$ cat src/rtl/bulls_cows_game_pkg.sv
`default_nettype none
// +----------------------------------------------------------------------+
// | bc_pkg : shared types, constants and the digit-distinctness helper    |
// | Revision : 1.0                                                        |
// +----------------------------------------------------------------------+
package bc_pkg;

   typedef logic [3:0] digit_t;

   localparam digit_t DIGIT_BLANK = 4'hF;
   localparam int     MAX_DIGITS  = 8;

   typedef enum logic [2:0] {
      ST_IDLE  = 3'd0,
      ST_ENTRY = 3'd1,
      ST_SCORE = 3'd2,
      ST_WON   = 3'd3,
      ST_LOST  = 3'd4
   } state_t;

   // True when the first n digits of d are pairwise distinct; slots >= n are ignored.
   function automatic logic distinct_check(input digit_t [MAX_DIGITS-1:0] d, input int n);
      logic ok;
      ok = 1'b1;
      for (int i = 0; i < MAX_DIGITS; i++) begin
         for (int j = i + 1; j < MAX_DIGITS; j++) begin
            if (i < n && j < n && d[i] == d[j]) ok = 1'b0;
         end
      end
      return ok;
   endfunction

endpackage
`default_nettype wire

$ cat src/rtl/bulls_cows_game_if.sv
`default_nettype none
// +----------------------------------------------------------------------+
// | bulls_cows_game_if : keypad/answer inputs and score/display outputs   |
// | Revision : 1.0                                                        |
// +----------------------------------------------------------------------+
interface bulls_cows_game_if #(
   parameter int N_DIGITS = 4
);
   localparam int CW = $clog2(N_DIGITS + 1);

   logic [4*N_DIGITS-1:0] answer_in;
   logic                  answer_load;
   logic                  new_game;
   logic                  key_valid;
   logic [3:0]            key_digit;
   logic                  key_back;
   logic                  key_enter;

   logic [4*N_DIGITS-1:0] guess_out;
   logic [CW-1:0]         entry_cnt;
   logic [CW-1:0]         strike;
   logic [CW-1:0]         ball;
   logic                  result_valid;
   logic [7:0]            attempts;
   logic [N_DIGITS-1:0]   strike_led;
   logic                  busy;
   logic                  won;
   logic                  lost;
   logic                  answer_err;
   logic                  key_err;

   modport master (
      output answer_in, answer_load, new_game, key_valid, key_digit, key_back, key_enter,
      input  guess_out, entry_cnt, strike, ball, result_valid, attempts, strike_led,
             busy, won, lost, answer_err, key_err
   );

   modport slave (
      input  answer_in, answer_load, new_game, key_valid, key_digit, key_back, key_enter,
      output guess_out, entry_cnt, strike, ball, result_valid, attempts, strike_led,
             busy, won, lost, answer_err, key_err
   );

endinterface
`default_nettype wire

$ cat src/rtl/bulls_cows_game_scorer.sv
`default_nettype none
// +----------------------------------------------------------------------+
// | bc_scorer : iterative strike/ball counter, one guess digit per cycle  |
// | Revision : 1.0                                                        |
// +----------------------------------------------------------------------+
module bc_scorer
   import bc_pkg::*;
#(
   parameter  int N_DIGITS = 4,
   localparam int CW       = $clog2(N_DIGITS + 1)
) (
   input  wire logic                  clk,
   input  wire logic                  rst,
   input  wire logic                  i_start,
   input  wire logic                  i_abort,
   input  wire digit_t [N_DIGITS-1:0] i_guess,
   input  wire digit_t [N_DIGITS-1:0] i_answer,
   output logic                       o_done,
   output logic [CW-1:0]              o_strike,
   output logic [CW-1:0]              o_ball
);
   localparam int IW = $clog2(N_DIGITS);

   logic          r_active;
   logic [IW-1:0] r_idx;
   logic [CW-1:0] r_s;
   logic [CW-1:0] r_b;

   logic          w_run;
   logic [IW-1:0] w_idx;
   logic [CW-1:0] w_s_base;
   logic [CW-1:0] w_b_base;
   digit_t        w_g;
   digit_t        w_a;
   logic          w_hit_s;
   logic          w_hit_b;

   // The start cycle scores digit 0 from zeroed accumulators, so the counts
   // on o_strike/o_ball are final in the same cycle o_done is high.
   always_comb begin
      w_run    = i_start | r_active;
      w_idx    = i_start ? '0 : r_idx;
      w_s_base = i_start ? '0 : r_s;
      w_b_base = i_start ? '0 : r_b;
      w_g      = DIGIT_BLANK;
      w_a      = DIGIT_BLANK;
      for (int k = 0; k < N_DIGITS; k++) begin
         if (k == int'(w_idx)) begin
            w_g = i_guess[k];
            w_a = i_answer[k];
         end
      end
      w_hit_s = (w_g == w_a);
      w_hit_b = 1'b0;
      for (int k = 0; k < N_DIGITS; k++) begin
         if (k != int'(w_idx) && i_answer[k] == w_g) w_hit_b = 1'b1;
      end
      w_hit_b  = w_hit_b & ~w_hit_s;
      o_strike = w_s_base + CW'(w_hit_s);
      o_ball   = w_b_base + CW'(w_hit_b);
      o_done   = w_run && (int'(w_idx) == N_DIGITS - 1);
   end

   always_ff @(posedge clk or negedge rst) begin
      if (!rst) begin
         r_active <= 1'b0;
         r_idx    <= '0;
         r_s      <= '0;
         r_b      <= '0;
      end else if (i_abort) begin
         r_active <= 1'b0;
      end else if (w_run) begin
         if (o_done) begin
            r_active <= 1'b0;
         end else begin
            r_active <= 1'b1;
            r_idx    <= w_idx + IW'(1);
            r_s      <= o_strike;
            r_b      <= o_ball;
         end
      end
   end

endmodule
`default_nettype wire

$ cat src/rtl/bulls_cows_game.sv
`default_nettype none
// +----------------------------------------------------------------------+
// | bulls_cows_game : answer load, guess entry, scoring and win/lose FSM  |
// | Revision : 1.0                                                        |
// +----------------------------------------------------------------------+
module bulls_cows_game
   import bc_pkg::*;
#(
   parameter int N_DIGITS = 4,
   parameter int MAX_TRY  = 10
) (
   input  wire logic          clk,
   input  wire logic          rst,
   bulls_cows_game_if.slave   bus
);
   localparam int CW = $clog2(N_DIGITS + 1);

   state_t                r_state;
   digit_t [N_DIGITS-1:0] r_answer;
   digit_t [N_DIGITS-1:0] r_buf;
   logic [CW-1:0]         r_cnt;
   logic [CW-1:0]         r_strike;
   logic [CW-1:0]         r_ball;
   logic [N_DIGITS-1:0]   r_led;
   logic [7:0]            r_attempts;
   logic                  r_rv;
   logic                  r_aerr;
   logic                  r_kerr;
   logic                  r_start;

   digit_t [N_DIGITS-1:0]   w_ans_in;
   digit_t [MAX_DIGITS-1:0] w_ans_pad;
   digit_t [MAX_DIGITS-1:0] w_probe;
   logic                    w_digits_ok;
   logic                    w_ans_ok;
   logic                    w_full;
   logic                    w_key_dup;
   logic                    w_key_bad;
   logic [7:0]              w_att_next;
   logic [N_DIGITS-1:0]     w_led;
   logic                    w_sc_done;
   logic [CW-1:0]           w_sc_strike;
   logic [CW-1:0]           w_sc_ball;

   assign w_ans_in = bus.answer_in;

   // The duplicate-key test drops the candidate into the next free slot and
   // asks whether the occupied prefix is still distinct.
   always_comb begin
      w_ans_pad   = {MAX_DIGITS{DIGIT_BLANK}};
      w_probe     = {MAX_DIGITS{DIGIT_BLANK}};
      w_digits_ok = 1'b1;
      for (int k = 0; k < N_DIGITS; k++) begin
         w_ans_pad[k] = w_ans_in[k];
         if (w_ans_in[k] > 4'd9) w_digits_ok = 1'b0;
         w_probe[k] = (k == int'(r_cnt)) ? bus.key_digit : r_buf[k];
      end
      w_ans_ok   = w_digits_ok && distinct_check(w_ans_pad, N_DIGITS);
      w_full     = (int'(r_cnt) == N_DIGITS);
      w_key_dup  = !w_full && !distinct_check(w_probe, int'(r_cnt) + 1);
      w_key_bad  = (bus.key_digit > 4'd9) || w_full || w_key_dup;
      w_att_next = (r_attempts == 8'hFF) ? r_attempts : r_attempts + 8'd1;
      for (int k = 0; k < N_DIGITS; k++) begin
         w_led[k] = (int'(w_sc_strike) > k);
      end
   end

   bc_scorer #(
      .N_DIGITS (N_DIGITS)
   ) u_scorer (
      .clk      (clk),
      .rst      (rst),
      .i_start  (r_start),
      .i_abort  (bus.new_game),
      .i_guess  (r_buf),
      .i_answer (r_answer),
      .o_done   (w_sc_done),
      .o_strike (w_sc_strike),
      .o_ball   (w_sc_ball)
   );

   always_ff @(posedge clk or negedge rst) begin
      if (!rst) begin
         r_state    <= ST_IDLE;
         r_answer   <= '0;
         r_buf      <= {N_DIGITS{DIGIT_BLANK}};
         r_cnt      <= '0;
         r_strike   <= '0;
         r_ball     <= '0;
         r_led      <= '0;
         r_attempts <= '0;
         r_rv       <= 1'b0;
         r_aerr     <= 1'b0;
         r_kerr     <= 1'b0;
         r_start    <= 1'b0;
      end else begin
         r_rv    <= 1'b0;
         r_aerr  <= 1'b0;
         r_kerr  <= 1'b0;
         r_start <= 1'b0;
         if (bus.new_game) begin
            r_state    <= ST_IDLE;
            r_answer   <= '0;
            r_buf      <= {N_DIGITS{DIGIT_BLANK}};
            r_cnt      <= '0;
            r_strike   <= '0;
            r_ball     <= '0;
            r_led      <= '0;
            r_attempts <= '0;
         end else begin
            case (r_state)
               ST_IDLE: begin
                  if (bus.answer_load) begin
                     if (w_ans_ok) begin
                        r_answer   <= w_ans_in;
                        r_attempts <= '0;
                        r_strike   <= '0;
                        r_ball     <= '0;
                        r_led      <= '0;
                        r_state    <= ST_ENTRY;
                     end else begin
                        r_aerr <= 1'b1;
                     end
                  end
               end
               ST_ENTRY: begin
                  if (bus.key_back) begin
                     if (r_cnt == '0) begin
                        r_kerr <= 1'b1;
                     end else begin
                        for (int k = 0; k < N_DIGITS; k++) begin
                           if (k == int'(r_cnt) - 1) r_buf[k] <= DIGIT_BLANK;
                        end
                        r_cnt <= r_cnt - CW'(1);
                     end
                  end else if (bus.key_enter) begin
                     if (w_full) begin
                        r_state <= ST_SCORE;
                        r_start <= 1'b1;
                     end else begin
                        r_kerr <= 1'b1;
                     end
                  end else if (bus.key_valid) begin
                     if (w_key_bad) begin
                        r_kerr <= 1'b1;
                     end else begin
                        for (int k = 0; k < N_DIGITS; k++) begin
                           if (k == int'(r_cnt)) r_buf[k] <= bus.key_digit;
                        end
                        r_cnt <= r_cnt + CW'(1);
                     end
                  end
               end
               ST_SCORE: begin
                  if (w_sc_done) begin
                     r_strike   <= w_sc_strike;
                     r_ball     <= w_sc_ball;
                     r_led      <= w_led;
                     r_rv       <= 1'b1;
                     r_attempts <= w_att_next;
                     r_buf      <= {N_DIGITS{DIGIT_BLANK}};
                     r_cnt      <= '0;
                     if (int'(w_sc_strike) == N_DIGITS) begin
                        r_state <= ST_WON;
                     end else if (int'(w_att_next) == MAX_TRY) begin
                        r_state <= ST_LOST;
                     end else begin
                        r_state <= ST_ENTRY;
                     end
                  end
               end
               default: ;
            endcase
         end
      end
   end

   assign bus.guess_out    = r_buf;
   assign bus.entry_cnt    = r_cnt;
   assign bus.strike       = r_strike;
   assign bus.ball         = r_ball;
   assign bus.result_valid = r_rv;
   assign bus.attempts     = r_attempts;
   assign bus.strike_led   = r_led;
   assign bus.busy         = (r_state == ST_SCORE);
   assign bus.won          = (r_state == ST_WON);
   assign bus.lost         = (r_state == ST_LOST);
   assign bus.answer_err   = r_aerr;
   assign bus.key_err      = r_kerr;

endmodule
`default_nettype wire

$ cat src/flat_wrapper.sv
// flat-port wrapper written by rule: the top's interface ports become plain ports
module bulls_cows_game_flat import bc_pkg::*;
#(
   parameter int N_DIGITS = 4,
   parameter int MAX_TRY  = 10
)
  (clk, rst, bus_answer_in, bus_answer_load, bus_new_game, bus_key_valid, bus_key_digit, bus_key_back, bus_key_enter, bus_guess_out, bus_entry_cnt, bus_strike, bus_ball, bus_result_valid, bus_attempts, bus_strike_led, bus_busy, bus_won, bus_lost, bus_answer_err, bus_key_err);
  bulls_cows_game_if #(.N_DIGITS(N_DIGITS)) bus_i ();
  input  wire logic clk;
  input  wire logic rst;
  input wire logic [$bits(bus_i.answer_in)-1:0] bus_answer_in;
  input wire logic [$bits(bus_i.answer_load)-1:0] bus_answer_load;
  input wire logic [$bits(bus_i.new_game)-1:0] bus_new_game;
  input wire logic [$bits(bus_i.key_valid)-1:0] bus_key_valid;
  input wire logic [$bits(bus_i.key_digit)-1:0] bus_key_digit;
  input wire logic [$bits(bus_i.key_back)-1:0] bus_key_back;
  input wire logic [$bits(bus_i.key_enter)-1:0] bus_key_enter;
  output wire logic [$bits(bus_i.guess_out)-1:0] bus_guess_out;
  output wire logic [$bits(bus_i.entry_cnt)-1:0] bus_entry_cnt;
  output wire logic [$bits(bus_i.strike)-1:0] bus_strike;
  output wire logic [$bits(bus_i.ball)-1:0] bus_ball;
  output wire logic [$bits(bus_i.result_valid)-1:0] bus_result_valid;
  output wire logic [$bits(bus_i.attempts)-1:0] bus_attempts;
  output wire logic [$bits(bus_i.strike_led)-1:0] bus_strike_led;
  output wire logic [$bits(bus_i.busy)-1:0] bus_busy;
  output wire logic [$bits(bus_i.won)-1:0] bus_won;
  output wire logic [$bits(bus_i.lost)-1:0] bus_lost;
  output wire logic [$bits(bus_i.answer_err)-1:0] bus_answer_err;
  output wire logic [$bits(bus_i.key_err)-1:0] bus_key_err;
  assign bus_i.answer_in = bus_answer_in;
  assign bus_i.answer_load = bus_answer_load;
  assign bus_i.new_game = bus_new_game;
  assign bus_i.key_valid = bus_key_valid;
  assign bus_i.key_digit = bus_key_digit;
  assign bus_i.key_back = bus_key_back;
  assign bus_i.key_enter = bus_key_enter;
  assign bus_guess_out = bus_i.guess_out;
  assign bus_entry_cnt = bus_i.entry_cnt;
  assign bus_strike = bus_i.strike;
  assign bus_ball = bus_i.ball;
  assign bus_result_valid = bus_i.result_valid;
  assign bus_attempts = bus_i.attempts;
  assign bus_strike_led = bus_i.strike_led;
  assign bus_busy = bus_i.busy;
  assign bus_won = bus_i.won;
  assign bus_lost = bus_i.lost;
  assign bus_answer_err = bus_i.answer_err;
  assign bus_key_err = bus_i.key_err;
  bulls_cows_game #(.N_DIGITS(N_DIGITS), .MAX_TRY(MAX_TRY)) u_core (.clk(clk), .rst(rst), .bus(bus_i));
endmodule
$ cat config.mk
export PLATFORM = sky130hd
export DESIGN_NAME = bulls_cows_game_flat
export DESIGN_NICKNAME = d
export VERILOG_FILES = /design/src/rtl/bulls_cows_game_pkg.sv /design/src/rtl/bulls_cows_game_if.sv /design/src/rtl/bulls_cows_game_scorer.sv /design/src/rtl/bulls_cows_game.sv /design/src/flat_wrapper.sv
export SDC_FILE = /design/constraint.sdc
export NUM_CORES = 1
export LEC_CHECK = 0
export ABC_AREA = 1
export BUFFER_PORTS_ARGS = -buffer_cell sky130_fd_sc_hd__buf_2
export CAP_MARGIN = 20
export CELL_PAD_IN_SITES_DETAIL_PLACEMENT = 0
export CELL_PAD_IN_SITES_GLOBAL_PLACEMENT = 2
export CORE_MARGIN = 1
export CORE_UTILIZATION = 32
export CTS_CLUSTER_DIAMETER = 100
export DETAILED_ROUTE_END_ITERATION = 6
export PLACE_DENSITY = 0.85
export SLEW_MARGIN = 15
export SYNTH_ARGS = -nofsm -noshare
export SYNTH_HDL_FRONTEND = slang
export SYNTH_SLANG_ARGS = --single-unit
$ cat constraint.sdc
create_clock -name clk -period 4.3 [get_ports clk]
set_input_delay 1.075 -clock clk [delete_from_list [all_inputs] [get_ports clk]]
set_output_delay 1.075 -clock clk [all_outputs]
set_load 0.01 [all_outputs]
==> out/metrics.sh <==
STATUS='completed'
DIEWIDTH_UM=131.8
INSERTION_DELAY_NS=0.35
SYN_TO_FINAL_GROWTH_PCT=15.88
CRIT_ARRIVAL_NS=4.02
CRITICAL_PATH_SINK_TYPE='flop'
FINAL_LAYOUT_SIZE_SUFFIX_GT1_SHARE_PCT=15.13
ROOT_BUF_CELL='sky130_fd_sc_hd__clkbuf_16'
CRITICAL-PATH-MAX-STAGE-DELAY_NS=0.45
GRT_FIRST_PASS_WIRELENGTH_UM=27390
SYN-NUM-NETS=860
GRT-OVFL-TOTAL=0
YOSYSSEQAREASHARE_PCT=32.42
CTS.REPORTEDPATHS.CLKPINSLEW_NS=0.06
ANTENNA_FOUND_INITIAL=0
SYNTH_LARGEST_TYPE_AREA_FRACTION_PCT=24.62
TIMING.SETUP.CRITICAL_PATH_CLASS='flop to flop'
GRT_START_MAX_NET_PINS=70
SWSHARE_PCT=50.75
POST_CTS.REPAIR.SETUP_BUFFERS=0
SYNTHDISTINCTLIBCELLS=39
CLOCK_TREE_BUF_DEPTH=2
DRT_WL_TOTAL_UM=16670
MULTIINPUTGATEAREA_UM2=3232
GRT_SETUP_UNREPAIRED='no'
SETUP_TNS_NS=0
DOMINANT_CELLS_BY_AREA_AFTER_SYNTHESIS='sky130_fd_sc_hd__dfrtp_1, sky130_fd_sc_hd__nand2_1, sky130_fd_sc_hd__dfstp_2'
PLACE_CONGESTION=0.8732
FINALCRITPERIODSHARE_PCT=88.15
SLEW_AT_THE_PIN_CLOSEST_TO_ITS_MAX_SLEW_LIMIT_NS=0.8976
CTS_HOLD_REPAIR.BUFFERS=0
TIMING.CRITICAL_PATH.FROM_TYPE='flop'
FINISH.CELL_COUNT_WITHOUT_FILLERS=1099
YOSYS.CELL_COUNT.TOP_TYPE='sky130_fd_sc_hd__nand2_1'
INITIAL_UTILIZATION_PCT=32.60
DETAIL_PLACEMENT_HPWL_UM=12780
AVERAGE_FOOTPRINT_OF_A_SYNTHESIZED_CELL_UM2=6.619
DETAIL_ROUTE.WL_PER_CELL_UM=15.17
CLOCK_SINK_COUNT=69
HTREE_NUM_LEVELS=3
MIN-DELAY-PATH-CLASS='flop to flop'
FIRST_GLOBAL_VIAS=5102
REPORT.POWER.TOTAL_mW=4.853
TIMING.SLEW.HEADROOM_PCT=40.16
FIN_SKEW_NS=0.005958
VIAS=5327
DRV_SLEW=0
POST_SYNTHESIS_REGISTER_BIT_COUNT=69
SYNTH_TOP_AREA_CELL='sky130_fd_sc_hd__dfrtp_1'
ROWS=47
YS_TOP_CELLS_BY_COUNT='sky130_fd_sc_hd__nand2_1, sky130_fd_sc_hd__inv_1, sky130_fd_sc_hd__dfrtp_1, sky130_fd_sc_hd__nand3_1, sky130_fd_sc_hd__o21ai_0'
FINAL_NET_COUNT=920
MIN_PERIOD_NS=3.791
NUM_ANTENNA_CELLS=0
HOLD_PATH.STARTPOINT='u_core.bus.strike_led[3]$_DFFE_PN0P_'
GRTUSAGETOTAL_PCT=20.03
POWER_FRAC_COMB_PCT=59.3
CTS_TREE='done'
SYNTH-EDFF-COUNT=0
CTS_BUFFERS=9
CORE-AREA_UM2=16520
R2R_START='u_core.r_start$_DFF_PN0_'
CTS-RESIZED-GATES=0
POWERDENSITY_nW_PER_UM2=777.2
YS.FLOP_TYPE='sky130_fd_sc_hd__dfrtp_1'
REGISTER_AREA_UM2=1747
POST_SYNTH_INST_COUNT=814
HEIGHT_OF_THE_DIE_UM=131.8
CRITPATHMAXFANOUT=9
SEQPWRFRAC_PCT=24.0
FINALINSTANCEAREA_UM2=6243
INTPOWER_mW=2.390
DPL_CELL_AREA_UM2=5921
DRV.MAX_CAP_VIOLATION_COUNT=0
IO_BUFFERS=69
YOSYSWARNINGS=0
CRIT_PATH_START='u_core.r_start$_DFF_PN0_'
CLOCK_POWER_SHARE_PCT=16.8
NFILLCELLS=1828
FIRST_ITER_VIOLATIONS=352
DRT_PASS1_ITERATIONS=5
FMAXACHIEVABLE_MHz=263.8
POST_DRT_VIA_CELL_RATIO=4.847
DRT.ANTENNA.VIOLATING_NETS=0
REPORT.FINAL.HOLD_VIOL_COUNT=0
IR_WORST_VDD_V=0.0003137
TIMING.CRITICAL_PATH.SLOWEST_STAGE_CELL='sky130_fd_sc_hd__dfrtp_1'
DRC=0
IO_PINS=70
PLACED_INSTANCES=1083
SYN-CELL-AREA_UM2=5388
CELLLEAKAGEPOWER_nW=3.315
P_SW_mW=2.463
TIMING.FINAL.SETUP_VIOLATIONS=0
SYNTH-ASYNC-RESET-RATIO_PCT=100.0
REQ_TIME_CRIT_PATH_NS=4.53
CRIT_PATH_CELL_TRACE='nor2_1, ha_1, clkinv_1, nand2_1, o221ai_1, nand3_1, nand2_1, or2_2, nand4_1, nor3_1, ha_1, ha_1, nor3_1, inv_1, nand4_1, nor2_1, nand2_1, o21ai_0'
DIE_AREA_UM2=17360
[critical path, delay by kind of cell (launching register included)]
| kind | cells | cell delay [ns] |
|---|---|---|
| flip-flops | 1 | 0.45 |
| buffers and inverters | 2 | 0.31 |
| adder cells (fa/ha/maj) | 3 | 0.76 |
| AO/OA/AOI/OAI | 2 | 0.28 |
| AND/OR/NAND/NOR | 11 | 1.88 |
[sequential cells by signal, summed over array words and instances (netlist names)]
name                      flops
u_core.bus.answer_err         1
u_core.bus.attempts           8
u_core.bus.ball               3
u_core.bus.entry_cnt          3
u_core.bus.guess_out         16
u_core.bus.key_err            1
u_core.bus.result_valid       1
u_core.bus.strike             3
u_core.bus.strike_led         4
u_core.r_answer              16
u_core.r_start                1
u_core.r_state                3
u_core.u_scorer.r_active      1
u_core.u_scorer.r_b           3
u_core.u_scorer.r_idx         2
u_core.u_scorer.r_s           3
[per-stage QoR]
| step | setup WS [ns] | util (%) | hold slack [ns] |
|---|---|---|---|
| finish | 0.5094 | 37.78 | 0.4646 |
| global route | 0.07337 | 37.78 | 0.4841 |
| CTS | 0.4815 | 37.78 | 0.4691 |
| detailed placement | 0.4975 | 35.83 | 0.4529 |
| global placement | 0.6685 | 35.83 | 0.4516 |
| floorplan | 1.185 | - | 0.4422 |
[power by group through the flow]
stage,clock (mW),sequential [mW],combinational [mW]
6_report,0.814,1.16,2.88
5_1_grt,0.860,1.20,3.29
4_1_cts,0.833,1.17,2.89
3_5_place_dp,0,1.18,2.87
3_3_place_gp,0,1.18,2.89
2_1_floorplan,0,1.12,2.08
[kinds of logic (layout without fill, tap and decap cells)]
kind of cell	count (synthesis)	in the layout	share of synthesized area, %
xor+xnor	39	39	6.340
buf+inv	100	165	7.687
compound gates	92	92	9.731
flops	69	69	32.42
simple gates	495	495	39.27
fa+ha+maj	19	19	4.552
[path summary, 6_finish.rpt]
| kind | to | cells after the start | slack, ns |
|---|---|---|---|
| max | u_core.r_state[2]$_DFFE_PN0P_ | 18 | 0.51 |
| min | u_core.bus.strike_led[3]$_DFFE_PN0P_ | 2 | 0.46 |
| max reg2reg | u_core.r_state[2]$_DFFE_PN0P_ | 18 | 0.51 |
| min reg2reg | u_core.bus.strike_led[3]$_DFFE_PN0P_ | 2 | 0.46 |
| max in group asynchronous | u_core.r_answer[4]$_DFFE_PN0P_ | 1 | 2.86 |
| min in group asynchronous | u_core.bus.attempts[6]$_DFFE_PN0P_ | 1 | 0.83 |
[layout make-up]
class	count	share of cell area, %
Inverter	75	4.509
Tap cell	220	4.409
Clock buffer	9	3.607
Timing Repair Buffer	74	6.172
Sequential cell	69	27.98
Multi-Input combinational cell	645	51.76
Clock inverter	7	1.563
[routing by layer]
layer	vias to the layer above	track usage, %	wire length (um)	part of all wire [%]
li1	2744	-	-	-
met1	2446	27.10	7945	48
met2	118	32.16	7764	47
met3	19	3.460	580	3.5
met4	0	6.977	378	2.3
met5	-	0	0	0
[cells in the final DEF (no fill, tap or decap), types with 5 or more instances in the layout]
cell / instances
sky130_fd_sc_hd__o21ai_1: 5
sky130_fd_sc_hd__nor3_1: 8
sky130_fd_sc_hd__buf_2: 68
sky130_fd_sc_hd__nand2_2: 5
sky130_fd_sc_hd__dfrtp_1: 53
sky130_fd_sc_hd__o21ai_0: 50
sky130_fd_sc_hd__nor2_1: 48
sky130_fd_sc_hd__buf_4: 6
sky130_fd_sc_hd__xor2_1: 11
sky130_fd_sc_hd__nand4_1: 30
sky130_fd_sc_hd__a21oi_1: 12
sky130_fd_sc_hd__o22ai_1: 8
sky130_fd_sc_hd__clkbuf_16: 9
sky130_fd_sc_hd__nand2_1: 337
sky130_fd_sc_hd__xnor2_1: 28
sky130_fd_sc_hd__dfstp_2: 16
sky130_fd_sc_hd__ha_1: 18
sky130_fd_sc_hd__inv_1: 71
sky130_fd_sc_hd__nand3_1: 51
Note: power is estimated with default switching activity, not from simulation.
